<file path="src/rtl/csi_clk_lane_mon.sv">
// csi_clk_lane_mon: measures the CSI byte-clock toggle rate per window in the clk domain and qualifies lock.
// Optional stuck-clock detector is built when CSI_CLK_MON_STUCK_EN is defined.
module csi_clk_lane_mon #(
  parameter int WIN_CYC   = 1024,
  parameter int CNT_W     = 16,
  parameter int MIN_CNT   = 200,
  parameter int MAX_CNT   = 300,
  parameter int LOCK_WINS = 4,
  parameter int LOSS_WINS = 2,
  parameter int STUCK_CYC = 64
) (
  input  logic             clk,
  input  logic             arst_n,
  input  logic             en,
  input  logic             byte_tgl,
  output logic [CNT_W-1:0] freq_cnt,
  output logic             freq_vld,
  output logic             locked,
  output logic             lost_pls,
  output logic [1:0]       state
);

  localparam int               WIN_W     = (WIN_CYC > 1) ? $clog2(WIN_CYC) : 1;
  localparam logic [WIN_W-1:0] WIN_LAST  = WIN_W'(WIN_CYC - 1);
  localparam logic [CNT_W-1:0] CNT_MAX   = {CNT_W{1'b1}};
  localparam logic [CNT_W-1:0] MIN_V     = CNT_W'(MIN_CNT);
  localparam logic [CNT_W-1:0] MAX_V     = CNT_W'(MAX_CNT);
  localparam logic [3:0]       LOCK_LAST = 4'(LOCK_WINS - 1);
  localparam logic [3:0]       LOSS_LAST = 4'(LOSS_WINS - 1);
  localparam bit PARAM_OK = (WIN_CYC >= 16) && (LOCK_WINS >= 1) && (LOCK_WINS <= 15) &&
                            (LOSS_WINS >= 1) && (LOSS_WINS <= 15) && (STUCK_CYC >= 1) &&
                            (MIN_CNT <= MAX_CNT);

  typedef enum logic [1:0] {
    ST_IDLE = 2'd0,
    ST_ACQ  = 2'd1,
    ST_LOCK = 2'd2
  } state_t;

  logic             sync1_q, sync2_q, sync3_q;
  state_t           state_q, state_d;
  logic [WIN_W-1:0] win_cnt_q, win_cnt_d;
  logic [CNT_W-1:0] edge_cnt_q, edge_cnt_d;
  logic [CNT_W-1:0] freq_cnt_q, freq_cnt_d;
  logic             freq_vld_q, freq_vld_d;
  logic             lost_pls_q, lost_pls_d;
  logic [3:0]       good_cnt_q, good_cnt_d;
  logic [3:0]       bad_cnt_q, bad_cnt_d;
  logic             run_en, edge_det, win_end, win_good, stuck_hit;
  logic [CNT_W-1:0] win_total;

  // A misconfigured instance stays idle rather than reporting a bogus lock.
  assign run_en    = en && PARAM_OK;
  assign edge_det  = sync2_q ^ sync3_q;
  assign win_end   = (state_q != ST_IDLE) && (win_cnt_q == WIN_LAST);
  assign win_total = (edge_det && (edge_cnt_q != CNT_MAX)) ? edge_cnt_q + CNT_W'(1) : edge_cnt_q;
  assign win_good  = (win_total >= MIN_V) && (win_total <= MAX_V) && (win_total != CNT_MAX);

`ifdef CSI_CLK_MON_STUCK_EN
  localparam int               STK_W    = $clog2(STUCK_CYC + 1);
  localparam logic [STK_W-1:0] STK_LAST = STK_W'(STUCK_CYC - 1);

  logic [STK_W-1:0] stuck_cnt_q, stuck_cnt_d;

  assign stuck_hit = (state_q != ST_IDLE) && !edge_det && (stuck_cnt_q == STK_LAST);

  always_comb begin
    stuck_cnt_d = stuck_cnt_q + STK_W'(1);
    if (!run_en || (state_q == ST_IDLE) || edge_det || stuck_hit) begin
      stuck_cnt_d = '0;
    end
  end

  always_ff @(posedge clk or negedge arst_n) begin
    if (!arst_n) begin
      stuck_cnt_q <= '0;
    end else begin
      stuck_cnt_q <= stuck_cnt_d;
    end
  end
`else
  assign stuck_hit = 1'b0;
`endif

  always_comb begin
    state_d    = state_q;
    win_cnt_d  = win_cnt_q;
    edge_cnt_d = edge_cnt_q;
    freq_cnt_d = freq_cnt_q;
    freq_vld_d = 1'b0;
    lost_pls_d = 1'b0;
    good_cnt_d = good_cnt_q;
    bad_cnt_d  = bad_cnt_q;
    if (!run_en) begin
      state_d    = ST_IDLE;
      win_cnt_d  = '0;
      edge_cnt_d = '0;
      good_cnt_d = '0;
      bad_cnt_d  = '0;
    end else if (state_q == ST_IDLE) begin
      state_d    = ST_ACQ;
      win_cnt_d  = '0;
      edge_cnt_d = '0;
      good_cnt_d = '0;
      bad_cnt_d  = '0;
    end else if (stuck_hit) begin
      // Abandon the current window outright; it never produces a freq_vld.
      state_d    = ST_ACQ;
      lost_pls_d = (state_q == ST_LOCK);
      win_cnt_d  = '0;
      edge_cnt_d = '0;
      good_cnt_d = '0;
      bad_cnt_d  = '0;
    end else if (win_end) begin
      win_cnt_d  = '0;
      edge_cnt_d = '0;
      freq_cnt_d = win_total;
      freq_vld_d = 1'b1;
      if (state_q == ST_ACQ) begin
        if (!win_good) begin
          good_cnt_d = '0;
        end else if (good_cnt_q == LOCK_LAST) begin
          state_d    = ST_LOCK;
          good_cnt_d = '0;
          bad_cnt_d  = '0;
        end else begin
          good_cnt_d = good_cnt_q + 4'd1;
        end
      end else begin
        if (win_good) begin
          bad_cnt_d = '0;
        end else if (bad_cnt_q == LOSS_LAST) begin
          state_d    = ST_ACQ;
          lost_pls_d = 1'b1;
          good_cnt_d = '0;
          bad_cnt_d  = '0;
        end else begin
          bad_cnt_d = bad_cnt_q + 4'd1;
        end
      end
    end else begin
      win_cnt_d  = win_cnt_q + WIN_W'(1);
      edge_cnt_d = win_total;
    end
  end

  always_ff @(posedge clk or negedge arst_n) begin
    if (!arst_n) begin
      sync1_q    <= 1'b0;
      sync2_q    <= 1'b0;
      sync3_q    <= 1'b0;
      state_q    <= ST_IDLE;
      win_cnt_q  <= '0;
      edge_cnt_q <= '0;
      freq_cnt_q <= '0;
      freq_vld_q <= 1'b0;
      lost_pls_q <= 1'b0;
      good_cnt_q <= '0;
      bad_cnt_q  <= '0;
    end else begin
      sync1_q    <= byte_tgl;
      sync2_q    <= sync1_q;
      sync3_q    <= sync2_q;
      state_q    <= state_d;
      win_cnt_q  <= win_cnt_d;
      edge_cnt_q <= edge_cnt_d;
      freq_cnt_q <= freq_cnt_d;
      freq_vld_q <= freq_vld_d;
      lost_pls_q <= lost_pls_d;
      good_cnt_q <= good_cnt_d;
      bad_cnt_q  <= bad_cnt_d;
    end
  end

  assign freq_cnt = freq_cnt_q;
  assign freq_vld = freq_vld_q;
  assign locked   = (state_q == ST_LOCK);
  assign lost_pls = lost_pls_q;
  assign state    = state_q;

endmodule

</file>
<file path="config.mk">
export PLATFORM = sky130hd
export DESIGN_NAME = csi_clk_lane_mon
export DESIGN_NICKNAME = d
export VERILOG_FILES = /design/src/rtl/csi_clk_lane_mon.sv
export SDC_FILE = /design/constraint.sdc
export NUM_CORES = 1
export LEC_CHECK = 0
export ABC_AREA = 0
export CORE_MARGIN = 4
export CORE_UTILIZATION = 55
export CTS_CLUSTER_DIAMETER = 120
export DETAILED_ROUTE_END_ITERATION = 10
export GPL_TIMING_DRIVEN = 0
export PLACE_DENSITY_LB_ADDON = 0.3
export SKIP_CTS_REPAIR_TIMING = 1
export SLEW_MARGIN = 20
export SYNTH_ARGS = -nofsm -noshare
export SYNTH_HDL_FRONTEND = slang
export SYNTH_SLANG_ARGS = --single-unit
</file>
<file path="constraint.sdc">
create_clock -name clk -period 3.3 [get_ports clk]
set_input_delay 0.99 -clock clk [delete_from_list [all_inputs] [get_ports clk]]
set_output_delay 0.99 -clock clk [all_outputs]
set_load 0.02 [all_outputs]
</file>
==> impl_results.md, run 1 <==
* Chip height at roughly 80 um
* Yosys reg bits at 57
* YS warnings at 0
* CTS clk-pin slew, worst paths at 0.07 ns
* Drt wl/cell at roughly 16 um
* Status: complete, no violations
* Hold Crit Depth at 0
* Clock Sinks at 57
* Die width at 79.9 um
* Routed Antenna Nets at 0
* Actual slew at the worst max-slew pin at between 0.7 and 0.8 ns
* Setup ws final at 0.107 ns
* Max Buffers Root-to-Sink at 2
* Post-Synth XOR/XNOR Area at 0.0648
* Vias at 2283
* HP Class: reg2reg
* Clock Latency Late Sink at ~0.35 ns
* Most frequent cells in the layout: 57 x dfrtp_1, 34 x nor2_1, 32 x nand2_1
* Post-synthesis adder-cell area fraction at 0.0220
* WP data required at 3.56 ns
* Leak Pwr at 0.00147 uW
* N_diodes at 0
* Post-layout min period at about 3.2 ns
* Pint at around 1100 uW
* Worst Hold Endpoint: sync2_q$_DFF_PN0_
* Vias in the first global route at 2276
* Via-per-instance ratio at 5.71
* Seq/Total Area, Yosys at 0.502
* FF-to-FF path depth at 10
* Post-synth EDFFs at 0
* RSZ-0062 raised after global routing: true
* Crit path DAT at 3.45 ns
* Post-Synth Simple-Gate Area at 0.230
* Comb power frac at 0.034
* Global-route wire length before repair at approximately 11000 um
* Die area at around 6400 um^2
* Total gr overflow at 0
* Crit path kind: reg2reg
* Final period util at 0.968
* Mapped Nets at 302
* Initial core utilization at 0.586
* Htree depth at 3
* Yosys cell types at 49
* Final-stage net count at 337
* Clk network pwr share at 0.483
* Highest Clock Rate at ~0.31 GHz
* Slew Viols, Final at 0
* Place WS at 0.00887 ns
* Syn Inst Count at 293
* GPL Wtd Cong at 0.827
* Total global-route track usage at 0.216
* Switching share of power at 0.224
* Sw Pwr at 329 uW
* Critical path peak fanout at 10
* DRC viols at 0
* Largest net degree at the start of global routing at slightly below 60
* Synthesized area at 2840 um^2
* Total Power at 1470 uW
* Worst vdd ir at a little over 0.0003 V
* Top_reg_cell synth: dfrtp_1
* Sequential share of power at 0.483
* Layout cells sized above 1 at 0.105
* Compound-Gate Fraction of Synth Area at 0.127
* Proportion of synthesized area in mux cells at 0.0211
* CTS tree: built
* Commonest non-fill, non-tap cell in the layout: dfrtp_1
* Setup crit end kind: register
* Iter 0 DRT Violations at 145
* Pwr/cell area at 431 nW/um^2
* Drt total wl at 6200 um
* Port bufs at 24
* Crit start category: register
* Syn Area/Cell at ~9.7 um^2
* Core ar. at 4850 um^2
* Num rows at 25
* Area Overhead vs Synth at 20.0%
* RR Startpoint: edge_cnt_q[0]$_DFF_PN0_
* Max Cap Viol at 0
* Ys async rst share at 1.00
* I/O pin total at 25
* Initial antenna violation count at 0
* FF-to-FF End: bad_cnt_q[3]$_DFFE_PN0P_
* Slew headroom at 0.506
* Final setup viols at 0
* Worst R2R Setup Slack at ~0.11 ns
* Final Hold Fails at 0
* Hold Path Origin: sync1_q$_DFF_PN0_
* Main combinational cell family by area after synthesis: simple AND/OR/NAND/NOR gates
* Cts bufs inserted at 9
* Setup Skew at 0.00864 ns
* Drt first pass iters at 4
* Hold slack final at between 0.3 and 0.4 ns
* Dpl hpwl at 4140 um
* Root Buffer: clkbuf_8
-- cell type report --
type | count | area [um^2]
inverters | 9 | 33.8
repair buffers | 24 | 238
multi-input cells | 214 | 1360
flip-flops and latches | 57 | 1430
clock inverters | 6 | 82.6
well taps | 67 | 83.8
plain buffers | 13 | 60.1
fillers | 369 | 1440
clock buffers | 10 | 128
-- cells in the mapped netlist, drive strengths merged, types with 6 or more instances --
cell,count,area [um^2]
nand3,15,80.1
xor2,8,70.1
inv,9,33.8
nand4,7,56.3
xnor2,13,114
nand2,32,120
mux2i,6,60.1
dfrtp,57,1430
o21ai,27,135
nor2,34,128
nor4,6,43.8
clkbuf,8,30.0
and3,6,42.5
nor3,9,45.0
-- logic make-up (layout without fill, tap and decap cells) --
kind of cell,Yosys count,after routing
fa+ha+maj,5,5
xor+xnor,21,21
flops,57,57
compound gates,55,55
buf+inv,22,62
mux,6,6
simple gates,127,127
-- worst max-delay path, cell delays in order, from the launching register on --
cell and delay (ns):
dfrtp_1 0.45, ha_1 0.26, nand3_2 0.21, or4_4 0.62, and3_4 0.22, a31o_1 0.21, nand4_1 0.16, a221oi_4 0.08
or4_4 0.48, or3_1 0.36, o221ai_1 0.07
-- how the worst max path moves through the flow --
stage / startpoint / endpoint / depth (start not counted)
finish: edge_cnt_q[0]$_DFF_PN0_ / bad_cnt_q[3]$_DFFE_PN0P_ / 10
CTS: edge_cnt_q[0]$_DFF_PN0_ / bad_cnt_q[3]$_DFFE_PN0P_ / 9
floorplan: edge_cnt_q[0]$_DFF_PN0_ / bad_cnt_q[3]$_DFFE_PN0P_ / 10
global placement: arst_n / edge_cnt_q[11]$_DFF_PN0_ / 1
detailed placement: edge_cnt_q[0]$_DFF_PN0_ / bad_cnt_q[3]$_DFFE_PN0P_ / 9
global route: edge_cnt_q[0]$_DFF_PN0_ / bad_cnt_q[3]$_DFFE_PN0P_ / 10
-- state kept, by name, summed over array words and instances (netlist names), 2 cells and up --
name,cells
bad_cnt_q,4
edge_cnt_q,16
freq_cnt,16
good_cnt_q,4
state,2
win_cnt_q,10
-- layer usage --
layer | global-route usage | vias up | share of wire
li1 | - | 1098 | -
met1 | 0.277 | 1112 | 0.44
met2 | 0.351 | 62 | 0.49
met3 | 0.0609 | 11 | 0.045
met4 | 0.0760 | 0 | 0.024
met5 | 0 | - | 0
-- power by group through the flow --
stage / clock [uW] / combinational (uW) / sequential, uW
after floorplan: 0 / 23.7 / 721
after global placement: 0 / 49.9 / 721
after detailed placement: 0 / 50.5 / 721
after CTS: 712 / 50.8 / 708
after global routing: 752 / 57.9 / 709
final: 708 / 50.5 / 708
-- through the flow --
stage          cells  utilization  instance area, um^2  TNS, ns
2_1_floorplan    293            -                 2840        0
3_3_place_gp     384        0.653                 3160   -27.20
3_5_place_dp     384        0.652                 3160        0
4_1_cts          400        0.695                 3370  -0.0929
5_1_grt          400        0.703                 3410   -0.124
6_report         400        0.703                 3410        0
No activity file was read; power rests on OpenSTA's default activity.
==> inputs of run 2 (changes only) <==
- TNS_END_PERCENT: default -> 100
==> results of run 2 <==
Same layout as run 1: the final DEF is identical, and so are final timing and power.
